===== src/rtl/arb_pkg.sv =====
// Shared types and default sizing for the arbiter requester slice.
package arb_pkg;

    localparam int ARB_LEN_W   = 8;
    localparam int ARB_TIMEOUT = 16;

    typedef enum logic [1:0] {
        ST_IDLE = 2'd0,
        ST_REQ  = 2'd1,
        ST_XFER = 2'd2,
        ST_DONE = 2'd3
    } arb_req_state_t;

endpackage


===== src/rtl/arb_wait_timer.sv =====
// Grant-wait counter: counts enabled cycles, raises a sticky flag on reaching TIMEOUT.
// Saturates at TIMEOUT so a long wait never wraps and re-arms the flag.
module arb_wait_timer #(
    parameter int TIMEOUT = 16
) (
    input  logic clock,
    input  logic reset,
    input  logic clr_i,
    input  logic en_i,
    output logic flag_o
);

    localparam int CNT_W = $clog2(TIMEOUT + 1);
    localparam logic [CNT_W-1:0] CNT_MAX = CNT_W'(TIMEOUT);

    logic [CNT_W-1:0] cnt_q;
    logic [CNT_W-1:0] cnt_d;
    logic             flag_q;
    logic             flag_d;

    always_comb begin
        cnt_d  = cnt_q;
        flag_d = flag_q;
        if (clr_i) begin
            cnt_d  = '0;
            flag_d = 1'b0;
        end else if (en_i && (cnt_q != CNT_MAX)) begin
            cnt_d = cnt_q + 1'b1;
            if (cnt_d == CNT_MAX) begin
                flag_d = 1'b1;
            end
        end
    end

    always_ff @(posedge clock or posedge reset) begin
        if (reset) begin
            cnt_q  <= '0;
            flag_q <= 1'b0;
        end else begin
            cnt_q  <= cnt_d;
            flag_q <= flag_d;
        end
    end

    assign flag_o = flag_q;

endmodule


===== src/rtl/arb_requester.sv =====
// Arbiter client: takes an N-beat job, requests the arbiter, issues one beat per
// granted cycle, tolerates grant withdrawal, and drops req after the last beat.
module arb_requester
    import arb_pkg::*;
#(
    parameter int LEN_W   = ARB_LEN_W,
    parameter int TIMEOUT = ARB_TIMEOUT
) (
    input  logic             clock,
    input  logic             reset,
    input  logic             job_valid,
    output logic             job_ready,
    input  logic [LEN_W-1:0] job_len,
    output logic             req,
    input  logic             gnt,
    output logic             beat_en,
    output logic [LEN_W-1:0] beat_idx,
    output logic             done,
    output logic [LEN_W-1:0] preempt_cnt,
    output logic             wait_timeout
);

    arb_req_state_t   state_q, state_d;
    logic [LEN_W-1:0] len_q, len_d;
    logic [LEN_W-1:0] idx_q, idx_d;
    logic [LEN_W-1:0] pcnt_q, pcnt_d;
    logic             first_q, first_d;
    logic             gnt_q;
    logic             timer_clr;
    logic             timer_en;

    assign job_ready = (state_q == ST_IDLE) && !reset;

    always_comb begin
        state_d   = state_q;
        len_d     = len_q;
        idx_d     = idx_q;
        pcnt_d    = pcnt_q;
        first_d   = 1'b0;
        timer_clr = 1'b0;
        timer_en  = 1'b0;
        beat_en   = 1'b0;
        unique case (state_q)
            ST_IDLE: begin
                if (job_valid && job_ready) begin
                    len_d     = job_len;
                    idx_d     = '0;
                    pcnt_d    = '0;
                    timer_clr = 1'b1;
                    if (job_len == '0) begin
                        state_d = ST_DONE;
                    end else begin
                        state_d = ST_REQ;
                        first_d = 1'b1;
                    end
                end
            end
            ST_REQ: begin
                // A grant seen in the first REQ cycle may be left over from the previous job.
                if (!first_q && gnt) begin
                    state_d = ST_XFER;
                end else begin
                    timer_en = 1'b1;
                end
            end
            ST_XFER: begin
                if (gnt) begin
                    beat_en = 1'b1;
                    if (idx_q == len_q - 1'b1) begin
                        state_d = ST_DONE;
                    end else begin
                        idx_d = idx_q + 1'b1;
                    end
                end else if (gnt_q && (pcnt_q != {LEN_W{1'b1}})) begin
                    pcnt_d = pcnt_q + 1'b1;
                end
            end
            ST_DONE: begin
                state_d = ST_IDLE;
            end
            default: begin
                state_d = ST_IDLE;
            end
        endcase
    end

    always_ff @(posedge clock or posedge reset) begin
        if (reset) begin
            state_q <= ST_IDLE;
            len_q   <= '0;
            idx_q   <= '0;
            pcnt_q  <= '0;
            first_q <= 1'b0;
            gnt_q   <= 1'b0;
        end else begin
            state_q <= state_d;
            len_q   <= len_d;
            idx_q   <= idx_d;
            pcnt_q  <= pcnt_d;
            first_q <= first_d;
            gnt_q   <= gnt;
        end
    end

    arb_wait_timer #(
        .TIMEOUT (TIMEOUT)
    ) u_wait_timer (
        .clock  (clock),
        .reset  (reset),
        .clr_i  (timer_clr),
        .en_i   (timer_en),
        .flag_o (wait_timeout)
    );

    assign req         = (state_q == ST_REQ) || (state_q == ST_XFER);
    assign done        = (state_q == ST_DONE);
    assign beat_idx    = idx_q;
    assign preempt_cnt = pcnt_q;

endmodule


===== config.mk =====
export PLATFORM = sky130hd
export DESIGN_NAME = arb_requester
export DESIGN_NICKNAME = d
export VERILOG_FILES = /design/src/rtl/arb_pkg.sv /design/src/rtl/arb_wait_timer.sv /design/src/rtl/arb_requester.sv
export SDC_FILE = /design/constraint.sdc
export NUM_CORES = 1
export LEC_CHECK = 0
export CAP_MARGIN = 20
export CORE_MARGIN = 4
export CORE_UTILIZATION = 28
export CTS_BUF_LIST = sky130_fd_sc_hd__clkbuf_4 sky130_fd_sc_hd__clkbuf_8
export DETAILED_ROUTE_END_ITERATION = 7
export HOLD_SLACK_MARGIN = 0.1
export PLACE_DENSITY = 0.48
export REMOVE_ABC_BUFFERS = 1
export SLEW_MARGIN = 20
export SYNTH_ARGS = -nofsm -noshare
export SYNTH_HDL_FRONTEND = slang
export SYNTH_HIERARCHICAL = 1
export SYNTH_SLANG_ARGS = --single-unit

===== constraint.sdc =====
create_clock -name clock -period 5.1 [get_ports clock]
set_input_delay 0.765 -clock clock [delete_from_list [all_inputs] [get_ports clock]]
set_output_delay 0.765 -clock clock [all_outputs]
set_load 0.05 [all_outputs]

* Word level (Yosys, flattened, before mapping) *
Cells that the tools add are included.

cells by class
  $add $sub $neg = 4
  equal/unequal tests = 14
  mux-type cells = 27
  reduce and logical (&&, ||, !) cells = 18

operator list
  kind                                                                   number
  8-bit two-way mux                                                      5
  8-bit case mux with 2 select lines                                     2
  8-bit by 1-bit adder with 8-bit output, second input constant          2
  1-bit two-way mux                                                      12
  2-bit != test, second input constant                                   6
  4-bit AND reduction                                                    3
  2-bit two-way mux                                                      5
  5-bit two-way mux                                                      2
  8-bit equality test                                                    1
  8-bit logical NOT                                                      1
  8-bit != test, second input constant                                   1
  2-bit case mux with 4 select lines                                     1
  8-bit by 1-bit subtractor with 8-bit output, second input constant     1
  2-bit nonzero test                                                     3
  5-bit by 1-bit adder with 5-bit output, second input constant          1
  5-bit equality test, second input constant                             1
  1-bit logical AND                                                      5
  5-bit != test, second input constant                                   1
  2-bit equality test, second input constant                             2
  2-bit AND reduction                                                    2
  2-bit by 1-bit equality test with 1-bit output, second input constant  1
  1-bit logical NOT                                                      2
  2-bit logical NOT                                                      1
  2-bit by 1-bit != test with 1-bit output, second input constant        1
  1-bit logical OR                                                       1

word-level totals
  bits in registers = 34
  input port bits = 12
  logic and storage cells = 71

* Logic depth before layout (Yosys ltp) *
  depth in word-level cells = 7
  depth in mapped cells = 10
  mapped depth without buffers = 8

* Cells and area by module *
Netlist, hierarchy kept.

by module, submodules not included
  module          times used  cells an instance  area an instance (um^2)  sequential area each (um^2)
  arb_requester   1           195                1741.7                   700.7
  arb_wait_timer  1           37                 371.6                    150.1

* Least setup slack after synthesis *
No wires, ideal clock.

  path type = input to register
  start = in reset
  end = reg idx_q[3], in the netlist beat_idx[3]
  library setup time = 127 ps
  data arrival time = 2924 ps
  path slack = 2048 ps
  stages on the path = 6
  cell sequence = inv_1 > nand2_1 > a21oi_1 > o21ai_0 > or3b_1 > mux2_1

between the ends
  longest elaborated chain between the ends = 5

RTL lines
  item                                                RTL line             text
  start, declared                                     arb_requester.sv:10  input logic reset,
  1-bit logical NOT (no line)                         n/a
  1-bit logical AND                                   arb_requester.sv:32  assign job_ready = (state_q == ST_IDLE) && !reset;
  1-bit logical AND                                   arb_requester.sv:45  if (job_valid && job_ready) begin
  2-bit by 1-bit != test with 1-bit output (no line)  n/a
  4-bit AND reduction (no line)                       n/a
  end signal, assigned                                arb_requester.sv:98  idx_q <= idx_d;
  end, declared                                       arb_requester.sv:25  logic [LEN_W-1:0] idx_q, idx_d;

Every way passes these cells.
A chain may end at the register's enable or synchronous reset.

* Worst setup path in the final report *
Same ends and word-level chain as after synthesis.

==> impl_metrics.env <==
export IMPL_multi_input_comb_area_um2=1146
export IMPL_hp_class="flop to flop"
export IMPL_endpoint_kind="flop"
export IMPL_drtIter0Drc=102
export IMPL_finalSetupViolCount=0
export IMPL_ios=33
export IMPL_final_common_cell="dfrtp_1"
export IMPL_wl_mm=4.954
export IMPL_grt_max_degree=30
export IMPL_power_frac_seq=0.336
export IMPL_period_minus_slack_ps=3359
export IMPL_clock_latency_ps=280
export IMPL_power_frac_comb=0.511
export IMPL_post_drt_wl_per_cell_um=13.61
export IMPL_cp_slowest_stage_delay_ps=500
export IMPL_htreeDepth=2
export IMPL_timing_rr_end="beat_idx[3]$_DFFE_PP0P_"
export IMPL_r2r_cells=8
export IMPL_worstPathArrival_ps=3530
export IMPL_cts_setup_buffers=0
export IMPL_cap_violations=0
export IMPL_skew_ps=3.494
export IMPL_net_switching_power_mw=0.6243
export IMPL_cts_sinks=34
export IMPL_die_h_um=94.88
export IMPL_hold_buffers=0
export IMPL_drc_errors=0
export IMPL_ctsResizeCount=0
export IMPL_power_density_nw_per_um2=521.9
export IMPL_clk_path_buf_depth=2
export IMPL_vias=1715
export IMPL_gp_congestion=0.7623
export IMPL_path_class="primary input to flop"
export IMPL_synth_warnings=6
export IMPL_grt_pass1_vias=1690
export IMPL_coreArea_um2=7292
export IMPL_async_flop_share=1.000
export IMPL_post_drt_via_cell_ratio=4.712
export IMPL_critical_path_top_delay_family="compound AO/OA/AOI/OAI gates"
export IMPL_num_rows=31
export IMPL_synthFlopType="dfrtp_1"
export IMPL_path_buf_inv=3
export IMPL_pwr_share_clk=0.154
export IMPL_dr_max_layer_used="met4"
export IMPL_worstPathRequired_ps=5270
export IMPL_finalHoldViolCount=0
export IMPL_cp_max_fo=29
export IMPL_finalPower_mw=1.365
export IMPL_dp_hpwl_mm=3.730
export IMPL_ys_seq_area_frac=0.4026
export IMPL_wl_met1_mm=2.612
export IMPL_ant_nets=0
export IMPL_crit_chain="clkdlybuf4s50_1, inv_1, buf_4, nand2_1, a21oi_1, o21ai_0, or3b_1, mux2_1"
export IMPL_cts_tree="done"
export IMPL_port_buffers=32
export IMPL_tightestPinTransition_ps=928.8
export IMPL_grt_pass1_wl_mm=8.521
export IMPL_syn_inst=232
export IMPL_rr_startpoint="state_q[0]$_DFFE_PP0P_"
export IMPL_cts_buffers_inserted=5
export IMPL_p_int_mw=0.7406
export IMPL_holdPathEnd="len_q[7]$_DFFE_PP0P_"
export IMPL_fmax_ghz=0.2977
export IMPL_p_leak_nw=1.117
export IMPL_final_seq_area_um2=850.8
export IMPL_die_area_um2=9001
export IMPL_grt_ovfl_total=0
export IMPL_peakVddDrop_mv=0.3506
export IMPL_antenna_found_initial=0
export IMPL_fill_cells=775
export IMPL_avgSynthCellArea_um2=9.109
export IMPL_maxSlewHeadroom=0.3742
export IMPL_switching_share=0.4574
export IMPL_synth_edf_count=0
export IMPL_wl_met3_um=176
export IMPL_nNetsFinal=286
export IMPL_rrSetupSlack_ps=1960
export IMPL_netlist_area_um2=2113
export IMPL_most_common_layout_cells="dfrtp_1, nand2_1, clkdlybuf4s50_1, nor2_1, inv_1"
export IMPL_slew_viol_final=0
export IMPL_clkTransAtPathRegs_ps=70
export IMPL_wl_met2_mm=2.111
export IMPL_setup_tns_ps=0
export IMPL_grt_total_usage=0.1212
export IMPL_ys_ff_latch=34
export IMPL_cp_start_kind="primary input"
export IMPL_min_period_over_period=0.6586
export IMPL_status="finished clean"
export IMPL_crit_slowest_cell="o21ai_0"
export IMPL_synth_cell_type_count=53
export IMPL_hold_path_depth=2
export IMPL_areaGrowthSynthToFinish_pct=23.74
export IMPL_antenna_cells=0
export IMPL_rsz0062_at_grt="false"
export IMPL_clockRootBuffer="clkbuf_8"
export IMPL_worstHoldStart="len_q[7]$_DFFE_PP0P_"
export IMPL_start_util=0.2898
export IMPL_layout_drive_gt1_share=0.07547
export IMPL_first_pass_iters=4
export IMPL_die_w_um=94.88
## layer usage
metal	track usage	vias up
met2	0.1744	29
met3	0.02550	6
li1	-	869
met1	0.1809	811
met5	0	-
met4	0.03606	0
## area by class of cell
type                            instances  area share
Sequential cell                        34      0.3254
Tap cell                               99     0.04737
Timing Repair Buffer                   33      0.1254
Clock inverter                          1    0.001914
Inverter                               19     0.02727
Clock buffer                            7     0.03445
Multi-Input combinational cell        171      0.4383
## sequential cells by signal, indices dropped and copies added, names as in the netlist
register / count
beat_idx: 8
len_q: 8
preempt_cnt: 8
u_wait_timer/cnt_q: 5
state_q: 2
first_q: 1
gnt_q: 1
u_wait_timer/flag_o: 1
## worst reg2reg max path: stages (launching register included)
cell,delay (ps)
dfrtp_1,410
inv_1,100
ha_1,300
inv_1,310
nor2_1,150
a21oi_1,460
o21ai_0,500
or3b_1,490
mux2_1,310
## per-stage QoR
stage	hold WS [ps]	util	worst slack, ps	area [um^2]	instances
5_1_grt	554.5	0.3586	1482	2615	364
3_3_place_gp	510.7	0.3456	1557	2520	356
2_1_floorplan	465.2	-	2048	2068	224
4_1_cts	531.2	0.3586	1740	2615	364
3_5_place_dp	515.5	0.3456	1444	2520	356
6_report	519.1	0.3586	1741	2615	364
## cell families (layout without fill, tap and decap cells)
family                   Yosys count  in the layout  share of synthesized area
AND/OR/NAND/NOR                   96             96                     0.2321
AO/OA/AOI/OAI                     42             42                     0.1486
flip-flops                        34             34                     0.4026
buffers and inverters             27             60                    0.05506
XOR/XNOR                          16             16                    0.06631
adder cells (fa/ha/maj)           10             10                    0.05921
multiplexers                       7              7                    0.03611
## synthesized netlist by cell type, types with 4 or more instances
library cell,count,area share
dfrtp_1,34,0.40
nand2_1,33,0.059
nor2_1,18,0.032
inv_1,17,0.030
ha_1,10,0.059
xnor2_1,10,0.041
nor3_1,9,0.021
o21ai_0,9,0.021
xor2_1,6,0.025
a21oi_1,5,0.012
mux2i_1,5,0.024
nand3_1,5,0.012
and3_1,4,0.012
clkbuf_1,4,0.0071
nand2b_1,4,0.012
nand4_1,4,0.012
o21ai_1,4,0.0095
or4_1,4,0.014
## how the worst max path moves through the flow
stage,startpoint,end,cells past startpoint
finish,reset,beat_idx[3]$_DFFE_PP0P_,8
global route,reset,beat_idx[3]$_DFFE_PP0P_,8
CTS,reset,beat_idx[3]$_DFFE_PP0P_,8
detailed placement,reset,beat_idx[3]$_DFFE_PP0P_,8
global placement,reset,beat_idx[3]$_DFFE_PP0P_,8
floorplan,reset,beat_idx[3]$_DFFE_PP0P_,6
## power groups by stage
stage	sequential (mW)	clock, mW	combinational [mW]
finish	0.458	0.210	0.697
floorplan	0.497	0	0.474
detailed placement	0.463	0	0.703
global placement	0.463	0	0.700
global route	0.476	0.230	0.781
CTS	0.458	0.217	0.706
(Power assumes the default switching activity.)
==> variant: new RTL, same settings <==
`ARB_LEN_W`: 8 -> 16.
--- a/src/rtl/arb_pkg.sv
+++ b/src/rtl/arb_pkg.sv
@@ -3,3 +3,3 @@
 
-    localparam int ARB_LEN_W   = 8;
+    localparam int ARB_LEN_W   = 16;
     localparam int ARB_TIMEOUT = 16;
Interface: changed (resized beat_idx, job_len and preempt_cnt); port bits go from 33 to 57. No check against the original RTL was run, so the function may have changed too.
==> variant against the original RTL <==
Clock power rose by 100%. Design area rose by 74%. Worst setup slack got worse by 0.14 ns. Global-route usage rose by 1.8 points. Sequential cell count rose by 24. Synthesized area rose by 75%. Total power fell by 0.85%. Wire length rose by 100%. Combinational power fell by 49%. Non-clock buffer count rose by 26. Largest cell class unchanged. Largest power group is now sequential cells. Highest routed layer unchanged.
==> variant: results (changes against the original RTL) <==
Status
  – Status: completed (unchanged)

Place
  – Input/output buffers: 56 (was 32)
  – Post-DP HPWL: 7220 µm (was 3730 µm)
  – Cells after DPL: 626 (was 356)
  – Dpl cell area: 4350 µm² (was 2520 µm²)
  – GP Congestion: 0.780 (was 0.762)

Drt
  – Met1 Wirelength: 4880 µm (was 2610 µm)
  – WL met3: 376 µm (was 176 µm)
  – Via count: 3,160 (was 1,715)
  – Met2 wire len: 4610 µm (was 2110 µm)
  – Initial DRC Count: 128 (was 102)
  – Routed wire length per instance: 15.6 µm (was 13.6 µm)

Synthesis
  – Post-Synth XOR/XNOR Area: 7.80% (was 6.63%)
  – Synth cell count leaders: nand2_1, dfrtp_1, nor2_1, a21oi_1, inv_1 (was dfrtp_1, nand2_1, nor2_1, inv_1)
  – Synth Warn #: 6 (unchanged)
  – Mux contribution to synthesized area: 1.49% (was 3.61%)
  – Synth area leaders: dfrtp_1, nand2_1, xor2_1, ha_1, a21oi_1 (was dfrtp_1, ha_1, nand2_1, xnor2_1, nor2_1)
  – Post-synthesis sequential area ratio: 39.2% (was 40.3%)
  – Compound-Gate Fraction of Synth Area: 14.7% (was 14.9%)
  – Synth Area in Adders: 3.38% (was 5.92%)
  – Post-synthesis cell type count: 63 (was 53)

Pwr
  – Cell area power density: 298 nW/µm² (was 522 nW/µm²)
  – Clk. pwr: 0.428 mW (was 0.210 mW)
  – Total combinational power: 0.358 mW (was 0.697 mW)
  – Switch share: 35.1% (was 45.7%)
  – Leakage Power: 1.95 nW (was 1.12 nW)
  – Worst vdd ir: 229 µV (was 351 µV)

Layout
  – Fraction of layout cells with a size suffix above 1: 7.04% (was 7.55%)
  – Storage cell area: 1450 µm² (was 851 µm²)
  – FILL cells: 1,326 (was 775)
  – Final Non-Filler Cells: 641 (was 364)
  – Nets@finish: 495 (was 286)

Clocking
  – CTS clk-pin slew, worst paths: 0.07 ns (about the same)
  – Clk_lat worst skew: 0.34 ns (was 0.28 ns)
  – CTS H-Tree Depth: 3 (was 2)
  – CTS Buf Count: 9 (was 5)

Worst hold path
  – Hold Crit Start: len_q[15]$_DFFE_PP0P_ (was len_q[7]$_DFFE_PP0P_)

Worst setup path
  – Crit-path leading delay family: buffers and inverters (was compound AO/OA/AOI/OAI gates)
  – Reg2reg start: len_q[0]$_DFFE_PP0P_ (was state_q[0]$_DFFE_PP0P_)
  – Largest stage delay on the critical path: 0.82 ns (was 0.50 ns)
  – CP endpoint kind: output pin (was register)
  – Worst Path Arrival: 2.73 ns (was 3.53 ns)

GRT
  – Met3 Usage GRT: 3.20% (was 2.55%)
  – First-pass GRT wire length: 16,500 µm (was 8520 µm)
  – M1 GR Usage: 19.0% (was 18.1%)
  – Largest net degree at the start of global routing: 53 (was 30)
  – GRT Total Usage: 14.0% (was 12.1%)

Timing
  – Worst Skew: 0.0162 ns (was 0.00349 ns)
  – Worst Tran Pin Value: 0.838 ns (was 0.929 ns)
[variant: path summary, 6_finish.rpt]
| check | endpoint | slack [ns] | depth (start not counted) |
|---|---|---|---|
| min in group asynchronous | u_wait_timer/cnt_q[2]$_DFFE_PP0P_ | 0.74 | 2 |
| hold reg to reg | len_q[15]$_DFFE_PP0P_ | 0.53 | 2 |
| max in group asynchronous | beat_idx[6]$_DFFE_PP0P_ | 3.62 | 3 |
| hold / removal | len_q[15]$_DFFE_PP0P_ | 0.53 | 2 |
| setup / recovery | beat_en | 1.60 | 4 |
| setup reg to reg | beat_idx[8]$_DFFE_PP0P_ | 1.94 | 9 |
[variant: layout make-up]
cell class / count / area share (%)
Tap cell: 172 / 4.74
Clock inverter: 3 / 0.882
Clock buffer: 12 / 3.36
Multi-Input combinational cell: 313 / 44.2
Sequential cell: 58 / 32.0
Inverter: 24 / 1.99
Timing Repair Buffer: 59 / 12.8
